`src/rtl/mcu_pkg.sv`:
```
// Shared definitions for the fetch/dispatch controller and the execute FSMs it feeds:
// opcodes, the bus idle filler word and the controller state encoding.
package mcu_pkg;

  localparam logic [3:0] OP_ALUI0 = 4'h0;
  localparam logic [3:0] OP_ALUI1 = 4'h1;
  localparam logic [3:0] IDLE_OP  = 4'hF;

  // Foreign opcode for every execute FSM, so all of them fall back to st0.
  localparam logic [15:0] IDLE_WORD = {IDLE_OP, 12'h000};

  typedef enum logic [2:0] {
    ST_IDLE   = 3'd0,
    ST_FETCH  = 3'd1,
    ST_EXEC   = 3'd2,
    ST_RETIRE = 3'd3,
    ST_HALT   = 3'd4
  } state_e;

endpackage

```
`src/rtl/fetch_dispatch_ctrl_if.sv`:
```
// Handshake bundle between the fetch/dispatch controller, program memory,
// the execute FSMs and the run/status logic. master = controller side.
interface fetch_dispatch_ctrl_if #(
  parameter int DATA_W = 16
);

  logic              run;
  logic [DATA_W-1:0] memData;
  logic              memRdy;
  logic              done;
  logic              pcOutEN;
  logic              memRd;
  logic [DATA_W-1:0] instruction;
  logic              busy;
  logic              halted;
  logic [15:0]       instrCount;
  logic              err;

  modport master (
    input  run, memData, memRdy, done,
    output pcOutEN, memRd, instruction, busy, halted, instrCount, err
  );

  modport slave (
    output run, memData, memRdy, done,
    input  pcOutEN, memRd, instruction, busy, halted, instrCount, err
  );

endinterface

```
`src/rtl/fetch_dispatch_ctrl_exec_wdog.sv`:
```
// EXEC-phase watchdog: counts enabled cycles after a clear and flags the
// final allowed cycle. Only instantiated when FETCH_WDOG_EN is defined.
module exec_wdog #(
  parameter int LIMIT = 32
) (
  input  logic clk,
  input  logic rst,
  input  logic clear,
  input  logic enable,
  output logic expired
);

  localparam int CW = (LIMIT > 1) ? $clog2(LIMIT) : 1;
  localparam logic [CW-1:0] LAST = CW'(LIMIT - 1);

  logic [CW-1:0] cnt_q, cnt_d;

  // expired is high during the LIMIT-th enabled cycle, so the owner leaves
  // after exactly LIMIT cycles; the count saturates there.
  assign expired = (cnt_q == LAST);

  always_comb begin
    cnt_d = cnt_q;
    if (clear)                   cnt_d = '0;
    else if (enable && !expired) cnt_d = cnt_q + 1'b1;
  end

  always_ff @(posedge clk) begin
    if (rst) cnt_q <= '0;
    else     cnt_q <= cnt_d;
  end

endmodule

```
`src/rtl/fetch_dispatch_ctrl.sv`:
```
// Instruction fetch/dispatch controller: fetches a word into IR, presents it to the
// execute FSMs until done, then retires with one idle-word gap. FETCH_WDOG_EN adds an EXEC watchdog.
module fetch_dispatch_ctrl
  import mcu_pkg::*;
#(
  parameter int         DATA_W      = 16,
  parameter logic [3:0] IDLE_OP     = mcu_pkg::IDLE_OP,
  parameter int         WDOG_CYCLES = 32
) (
  input  logic                  clk,
  input  logic                  rst,
  fetch_dispatch_ctrl_if.master bus
);

  localparam logic [DATA_W-1:0] IDLE_W = {IDLE_OP, {(DATA_W-4){1'b0}}};

  if (DATA_W < 4)      $error("DATA_W must hold a 4-bit opcode");
  if (WDOG_CYCLES < 2) $error("WDOG_CYCLES must be at least 2");

  state_e            state_q, state_d;
  logic [DATA_W-1:0] ir_q, ir_d;
  logic [DATA_W-1:0] instruction_q, instruction_d;
  logic [15:0]       instr_count_q, instr_count_d;
  logic              pc_out_en_q, pc_out_en_d;
  logic              mem_rd_q, mem_rd_d;
  logic              busy_q, busy_d;
  logic              halted_q, halted_d;
  logic              err_q, err_d;

`ifdef FETCH_WDOG_EN
  logic wdog_clear;
  logic wdog_expired;

  exec_wdog #(
    .LIMIT (WDOG_CYCLES)
  ) u_exec_wdog (
    .clk     (clk),
    .rst     (rst),
    .clear   (wdog_clear),
    .enable  (state_q == ST_EXEC),
    .expired (wdog_expired)
  );
`endif

  always_comb begin
    // NOTE: every always_comb target gets a default first so no path can infer a latch.
    state_d       = state_q;
    ir_d          = ir_q;
    instr_count_d = instr_count_q;
    err_d         = err_q;
`ifdef FETCH_WDOG_EN
    wdog_clear    = 1'b0;
`endif

    unique case (state_q)
      ST_IDLE: begin
        if (bus.run) state_d = ST_FETCH;
      end
      ST_FETCH: begin
        if (bus.memRdy) begin
          ir_d    = bus.memData;
          state_d = (bus.memData[DATA_W-1 -: 4] == IDLE_OP) ? ST_HALT : ST_EXEC;
`ifdef FETCH_WDOG_EN
          wdog_clear = 1'b1;
`endif
        end
      end
      ST_EXEC: begin
        if (bus.done) begin
          state_d       = ST_RETIRE;
          instr_count_d = instr_count_q + 16'd1;
        end
`ifdef FETCH_WDOG_EN
        // A timed-out instruction still retires and is counted.
        else if (wdog_expired) begin
          state_d       = ST_RETIRE;
          instr_count_d = instr_count_q + 16'd1;
          err_d         = 1'b1;
        end
`endif
      end
      ST_RETIRE: begin
        state_d = bus.run ? ST_FETCH : ST_IDLE;
      end
      ST_HALT: begin
        state_d = ST_HALT;
      end
      default: begin
        state_d = ST_IDLE;
      end
    endcase

    // Moore outputs are decoded from the next state so they are glitch-free flops.
    pc_out_en_d   = (state_d == ST_FETCH);
    mem_rd_d      = (state_d == ST_FETCH);
    busy_d        = (state_d != ST_IDLE) && (state_d != ST_HALT);
    halted_d      = (state_d == ST_HALT);
    instruction_d = (state_d == ST_EXEC) ? ir_d : IDLE_W;
  end

  // NOTE: sequential state uses non-blocking assignments only; rst wins over any
  // same-cycle event, so a done in the reset cycle is never counted.
  always_ff @(posedge clk) begin
    if (rst) begin
      state_q       <= ST_IDLE;
      ir_q          <= IDLE_W;
      instruction_q <= IDLE_W;
      instr_count_q <= '0;
      pc_out_en_q   <= 1'b0;
      mem_rd_q      <= 1'b0;
      busy_q        <= 1'b0;
      halted_q      <= 1'b0;
      err_q         <= 1'b0;
    end else begin
      state_q       <= state_d;
      ir_q          <= ir_d;
      instruction_q <= instruction_d;
      instr_count_q <= instr_count_d;
      pc_out_en_q   <= pc_out_en_d;
      mem_rd_q      <= mem_rd_d;
      busy_q        <= busy_d;
      halted_q      <= halted_d;
      err_q         <= err_d;
    end
  end

  assign bus.pcOutEN     = pc_out_en_q;
  assign bus.memRd       = mem_rd_q;
  assign bus.instruction = instruction_q;
  assign bus.busy        = busy_q;
  assign bus.halted      = halted_q;
  assign bus.instrCount  = instr_count_q;
  assign bus.err         = err_q;

endmodule

```
`src/flat_wrapper.sv`:
```
// flat-port wrapper written by rule: the top's interface ports become plain ports
module fetch_dispatch_ctrl_flat import mcu_pkg::*;
#(
  parameter int         DATA_W      = 16,
  parameter logic [3:0] IDLE_OP     = mcu_pkg::IDLE_OP,
  parameter int         WDOG_CYCLES = 32
)
  (clk, rst, bus_run, bus_memData, bus_memRdy, bus_done, bus_pcOutEN, bus_memRd, bus_instruction, bus_busy, bus_halted, bus_instrCount, bus_err);
  fetch_dispatch_ctrl_if #(.DATA_W(DATA_W)) bus_i ();
  input  logic clk;
  input  logic rst;
  input wire logic [$bits(bus_i.run)-1:0] bus_run;
  input wire logic [$bits(bus_i.memData)-1:0] bus_memData;
  input wire logic [$bits(bus_i.memRdy)-1:0] bus_memRdy;
  input wire logic [$bits(bus_i.done)-1:0] bus_done;
  output wire logic [$bits(bus_i.pcOutEN)-1:0] bus_pcOutEN;
  output wire logic [$bits(bus_i.memRd)-1:0] bus_memRd;
  output wire logic [$bits(bus_i.instruction)-1:0] bus_instruction;
  output wire logic [$bits(bus_i.busy)-1:0] bus_busy;
  output wire logic [$bits(bus_i.halted)-1:0] bus_halted;
  output wire logic [$bits(bus_i.instrCount)-1:0] bus_instrCount;
  output wire logic [$bits(bus_i.err)-1:0] bus_err;
  assign bus_i.run = bus_run;
  assign bus_i.memData = bus_memData;
  assign bus_i.memRdy = bus_memRdy;
  assign bus_i.done = bus_done;
  assign bus_pcOutEN = bus_i.pcOutEN;
  assign bus_memRd = bus_i.memRd;
  assign bus_instruction = bus_i.instruction;
  assign bus_busy = bus_i.busy;
  assign bus_halted = bus_i.halted;
  assign bus_instrCount = bus_i.instrCount;
  assign bus_err = bus_i.err;
  fetch_dispatch_ctrl #(.DATA_W(DATA_W), .IDLE_OP(IDLE_OP), .WDOG_CYCLES(WDOG_CYCLES)) u_core (.clk(clk), .rst(rst), .bus(bus_i));
endmodule
```
`config.mk`:
```
export PLATFORM = sky130hd
export DESIGN_NAME = fetch_dispatch_ctrl_flat
export DESIGN_NICKNAME = d
export VERILOG_FILES = /design/src/rtl/mcu_pkg.sv /design/src/rtl/fetch_dispatch_ctrl_if.sv /design/src/rtl/fetch_dispatch_ctrl_exec_wdog.sv /design/src/rtl/fetch_dispatch_ctrl.sv /design/src/flat_wrapper.sv
export SDC_FILE = /design/constraint.sdc
export NUM_CORES = 1
export LEC_CHECK = 0
export CAP_MARGIN = 20
export CELL_PAD_IN_SITES_DETAIL_PLACEMENT = 1
export CELL_PAD_IN_SITES_GLOBAL_PLACEMENT = 2
export CORE_MARGIN = 1.5
export CORE_UTILIZATION = 25
export DETAILED_ROUTE_END_ITERATION = 10
export GPL_ROUTABILITY_DRIVEN = 0
export GPL_TIMING_DRIVEN = 0
export PLACE_DENSITY_LB_ADDON = 0.1
export SYNTH_ARGS = -nofsm -noshare
export SYNTH_HDL_FRONTEND = slang
export SYNTH_SLANG_ARGS = --single-unit
export TNS_END_PERCENT = 50
```
`constraint.sdc`:
```
create_clock -name clk -period 1.7 [get_ports clk]
set_clock_uncertainty 0.2 [all_clocks]
set_input_delay 0.425 -clock clk [delete_from_list [all_inputs] [get_ports clk]]
set_output_delay 0.425 -clock clk [all_outputs]
set_load 0.02 [all_outputs]
```
==> impl_metrics.toml, run 1 <==
[status]
status = "finished with violations"
violations = "setup timing"

[layout]
syn2layout_area_growth_pct = 58.3
layout.nets = 308
antennaDiodeCount = 0
final_layout_size_suffix_gt1_frac = 0.328
layout.cell_area.non_filler_um2 = 3210

[flow_run]
drv_cap = 0

[pwr]
pwr-share-comb = 0.138
total_switching_power_uw = 647
clockPowerShare = 0.322
vdd_drop_max_mv = 0.320
power_density_nw_per_um2 = 754
p_leak_nw = 1.29
switching_share = 0.267
internal_power_mw = 1.77
seq_power_share = 0.540

[place]
portBuffers = 56
dp.final_hpwl_um = 3570
placement.setup.worst_slack_ns = -0.791
detailed_place.area_um2 = 2730

[floorplan]
core-area_um2 = 7810
initial_utilization = 0.260
fp-row-count = 32
die-area_um2 = 8670
boundaryPins = 58
die_x_um = 93.1
die_h_um = 93.1

[routing]
wire_per_inst_um = 13.9
detail_route.vias_per_cell = 4.40
ant_nets = 0
drt-pass1-iter-count = 4
dr_total_vias = 1713
route.detailed.drc = 0
drt-total-wl_um = 5430
first_iter_violations = 49

[yosys]
synth_fp_nets = 227
yosys.cell_count.top_type = "sky130_fd_sc_hd__dfxtp_1"
synth.ff_latch_count = 54
number_of_distinct_standard_cells_referenced_by_the_synthesized_netlist = 37
avgSynthCellArea_um2 = 9.90
synth.cells.most_frequent = "54 x sky130_fd_sc_hd__dfxtp_1, 39 x sky130_fd_sc_hd__nor2_1, 17 x sky130_fd_sc_hd__mux2i_1"
netlist_area_um2 = 2030
post_synth_inst_count = 205
ys_dominant_reg_cell = "sky130_fd_sc_hd__dfxtp_1"
synth-seq-area-share = 0.533
synth_warnings = 0
synth_edf_count = 0
async_reset_ff_frac = 0
synthTopCellsByArea = "sky130_fd_sc_hd__dfxtp_1 53%, sky130_fd_sc_hd__mux2i_1 8.4%, sky130_fd_sc_hd__nor2_1 7.2%"
synth_top_area_frac = 0.533
yosysTopAreaCell = "sky130_fd_sc_hd__dfxtp_1"

[critical_path]
critPathRequiredTime_ns = 1.75
worst_setup_path_start_kind = "flip-flop"
worst-path-max-fanout = 8
highest_delay_cell_along_the_critical_path = "sky130_fd_sc_hd__or4_4"
critical_path_s_top_delay_family = "simple AND/OR/NAND/NOR gates"
worstSetupEndpointType = "flip-flop"
crit_arrival_ns = 1.79
crit_chain = "nand4bb_4 > or2_4 > or4_4 > a21oi_2"
worstPathBufferInverterCount = 0
timing.critical_path.slowest_cell_delay_ns = 0.42
worstSetupPathType = "flip-flop to flip-flop"

[global_routing]
globalRoute.totalOverflow = 0
grt_busiest_layer = "met2"
grt.met2_usage = 0.200
met1_usage_in_global_routing = 0.168
via_count_of_the_first_global_routing_pass = 1683
grt_antenna_before_repair = 0
gr-usage-all-layers = 0.126
grt_max_degree = 20
globalRouteMet3Util = 0.0333
grt_first_pass_wirelength_um = 8480

[sta]
report.final.hold_viol_count = 0
slew_violations = 0
min_period_over_period = 1.02
timing.hold.ws_ns = 0.219
achievable-frequency_mhz = 574
grt_setup_unrepaired = "true"
setup-violations-final = 3
period_needed_ns = 1.74
fin_ws_ns = -0.0420

[hold_path]
hp-class = "input pin to flip-flop"

[clock_tree]
cts-htree-levels = 2
cts-hold-fix-buffers = 0
clock_pin_slew_worst_setup_and_hold_paths_ns = 0.11
tritoncts_clock_tree = "done"
clock_tree.buffer_depth = 2
clock_insertion_delay_worst_skew_ns = 0.31
clock-sinks = 54
cts_buffers = 5
ctsRootBufferMaster = "sky130_fd_sc_hd__clkbuf_8"
-- flip-flops by register name, summed over array words and instances (netlist names) --
register	count
u_core.bus.instrCount	16
u_core.bus.instruction	16
u_core.ir_q	16
u_core.state_q	3
u_core.bus.busy	1
u_core.bus.halted	1
u_core.bus.pcOutEN	1
-- worst min-delay path, delay by kind of cell --
family	cells	cell delay [ns]
AND/OR/NAND/NOR	1	0.07
buffers and inverters	1	0.12
multiplexers	1	0.09
-- worst paths after layout --
check | start | to | slack, ns | depth (start not counted)
worst min register to register | u_core.bus.instrCount[15] | u_core.bus.instrCount[15] | 0.29 | 2
worst max register to register | u_core.state_q[0] | u_core.bus.instrCount[13] | -0.04 | 4
worst min-delay path | bus_memData[14] | u_core.ir_q[14] | 0.22 | 3
worst max-delay path | u_core.state_q[0] | u_core.bus.instrCount[13] | -0.04 | 4
-- stage by stage --
step                 util  instances  setup TNS (ns)  power (mW)
floorplan               -        205          -0.109        1.48
global placement    0.350        363          -34.90        1.60
detailed placement  0.350        363          -34.16        1.60
CTS                 0.379        379          -0.188        2.42
global route        0.412        389           -1.04        2.53
finish              0.412        389         -0.0699        2.42
-- layout make-up --
type | instances | area, µm²
Fill cell | 876 | 4590
Sequential cell | 54 | 1120
Multi-Input combinational cell | 137 | 1070
Timing Repair Buffer | 75 | 681
Tap cell | 102 | 128
Buffer | 11 | 108
Clock buffer | 5 | 68.8
Clock inverter | 3 | 28.8
Inverter | 2 | 7.51
-- metal layers --
metal  share of wire  wire length, µm  vias up
li1                -                -      859
met1            0.49             2650      813
met2            0.45             2460       35
met3           0.048              259        6
met4           0.011               60        0
met5               0                0        -
-- cell usage in the layout (no fill, tap or decap), types with 6 or more instances in the layout --
cell type                         count
sky130_fd_sc_hd__dfxtp_2              7
sky130_fd_sc_hd__nand3_1             10
sky130_fd_sc_hd__clkdlybuf4s50_1     13
sky130_fd_sc_hd__mux2i_1             11
sky130_fd_sc_hd__dfxtp_4              9
sky130_fd_sc_hd__clkbuf_2             6
sky130_fd_sc_hd__dfxtp_1             38
sky130_fd_sc_hd__nand2_1              7
sky130_fd_sc_hd__clkdlybuf4s15_1      6
sky130_fd_sc_hd__buf_4               20
sky130_fd_sc_hd__nor2_1              34
sky130_fd_sc_hd__dlygate4sd2_1       25
sky130_fd_sc_hd__a21oi_1              6
-- cells by family (layout without fill, tap and decap cells) --
family / count (synthesis) / count (layout) / synth area share
buf+inv: 14 / 96 / 0.0358
compound gates: 14 / 14 / 0.0401
other cells: 1 / 1 / 0.00185
flops: 54 / 54 / 0.533
mux: 18 / 18 / 0.0894
simple gates: 93 / 93 / 0.251
fa+ha+maj: 1 / 1 / 0.00616
xor+xnor: 10 / 10 / 0.0432
-- repair_timing --
| item | CTS | global route |
|---|---|---|
| setup endpoints to repair | 88 | 42 |
| cloned | 1 | 0 |
| gates resized for setup | 84 | 59 |
| pin swaps | 7 | 20 |
| buffers inserted | 8 | 10 |
-- power groups by stage --
stage	clock network [mW]	logic (mW)	registers [mW]
2_1_floorplan	0	0.133	1.35
3_3_place_gp	0	0.253	1.34
3_5_place_dp	0	0.255	1.34
4_1_cts	0.817	0.285	1.32
5_1_grt	0.854	0.362	1.31
6_report	0.780	0.335	1.31
Power figures use the tool's default switching activity.
==> inputs of run 2 (changes only) <==
HOLD_SLACK_MARGIN = 0.15   (was default)
==> results of run 2 <==
Same layout as run 1: the final DEF is identical, and so are final timing and power.
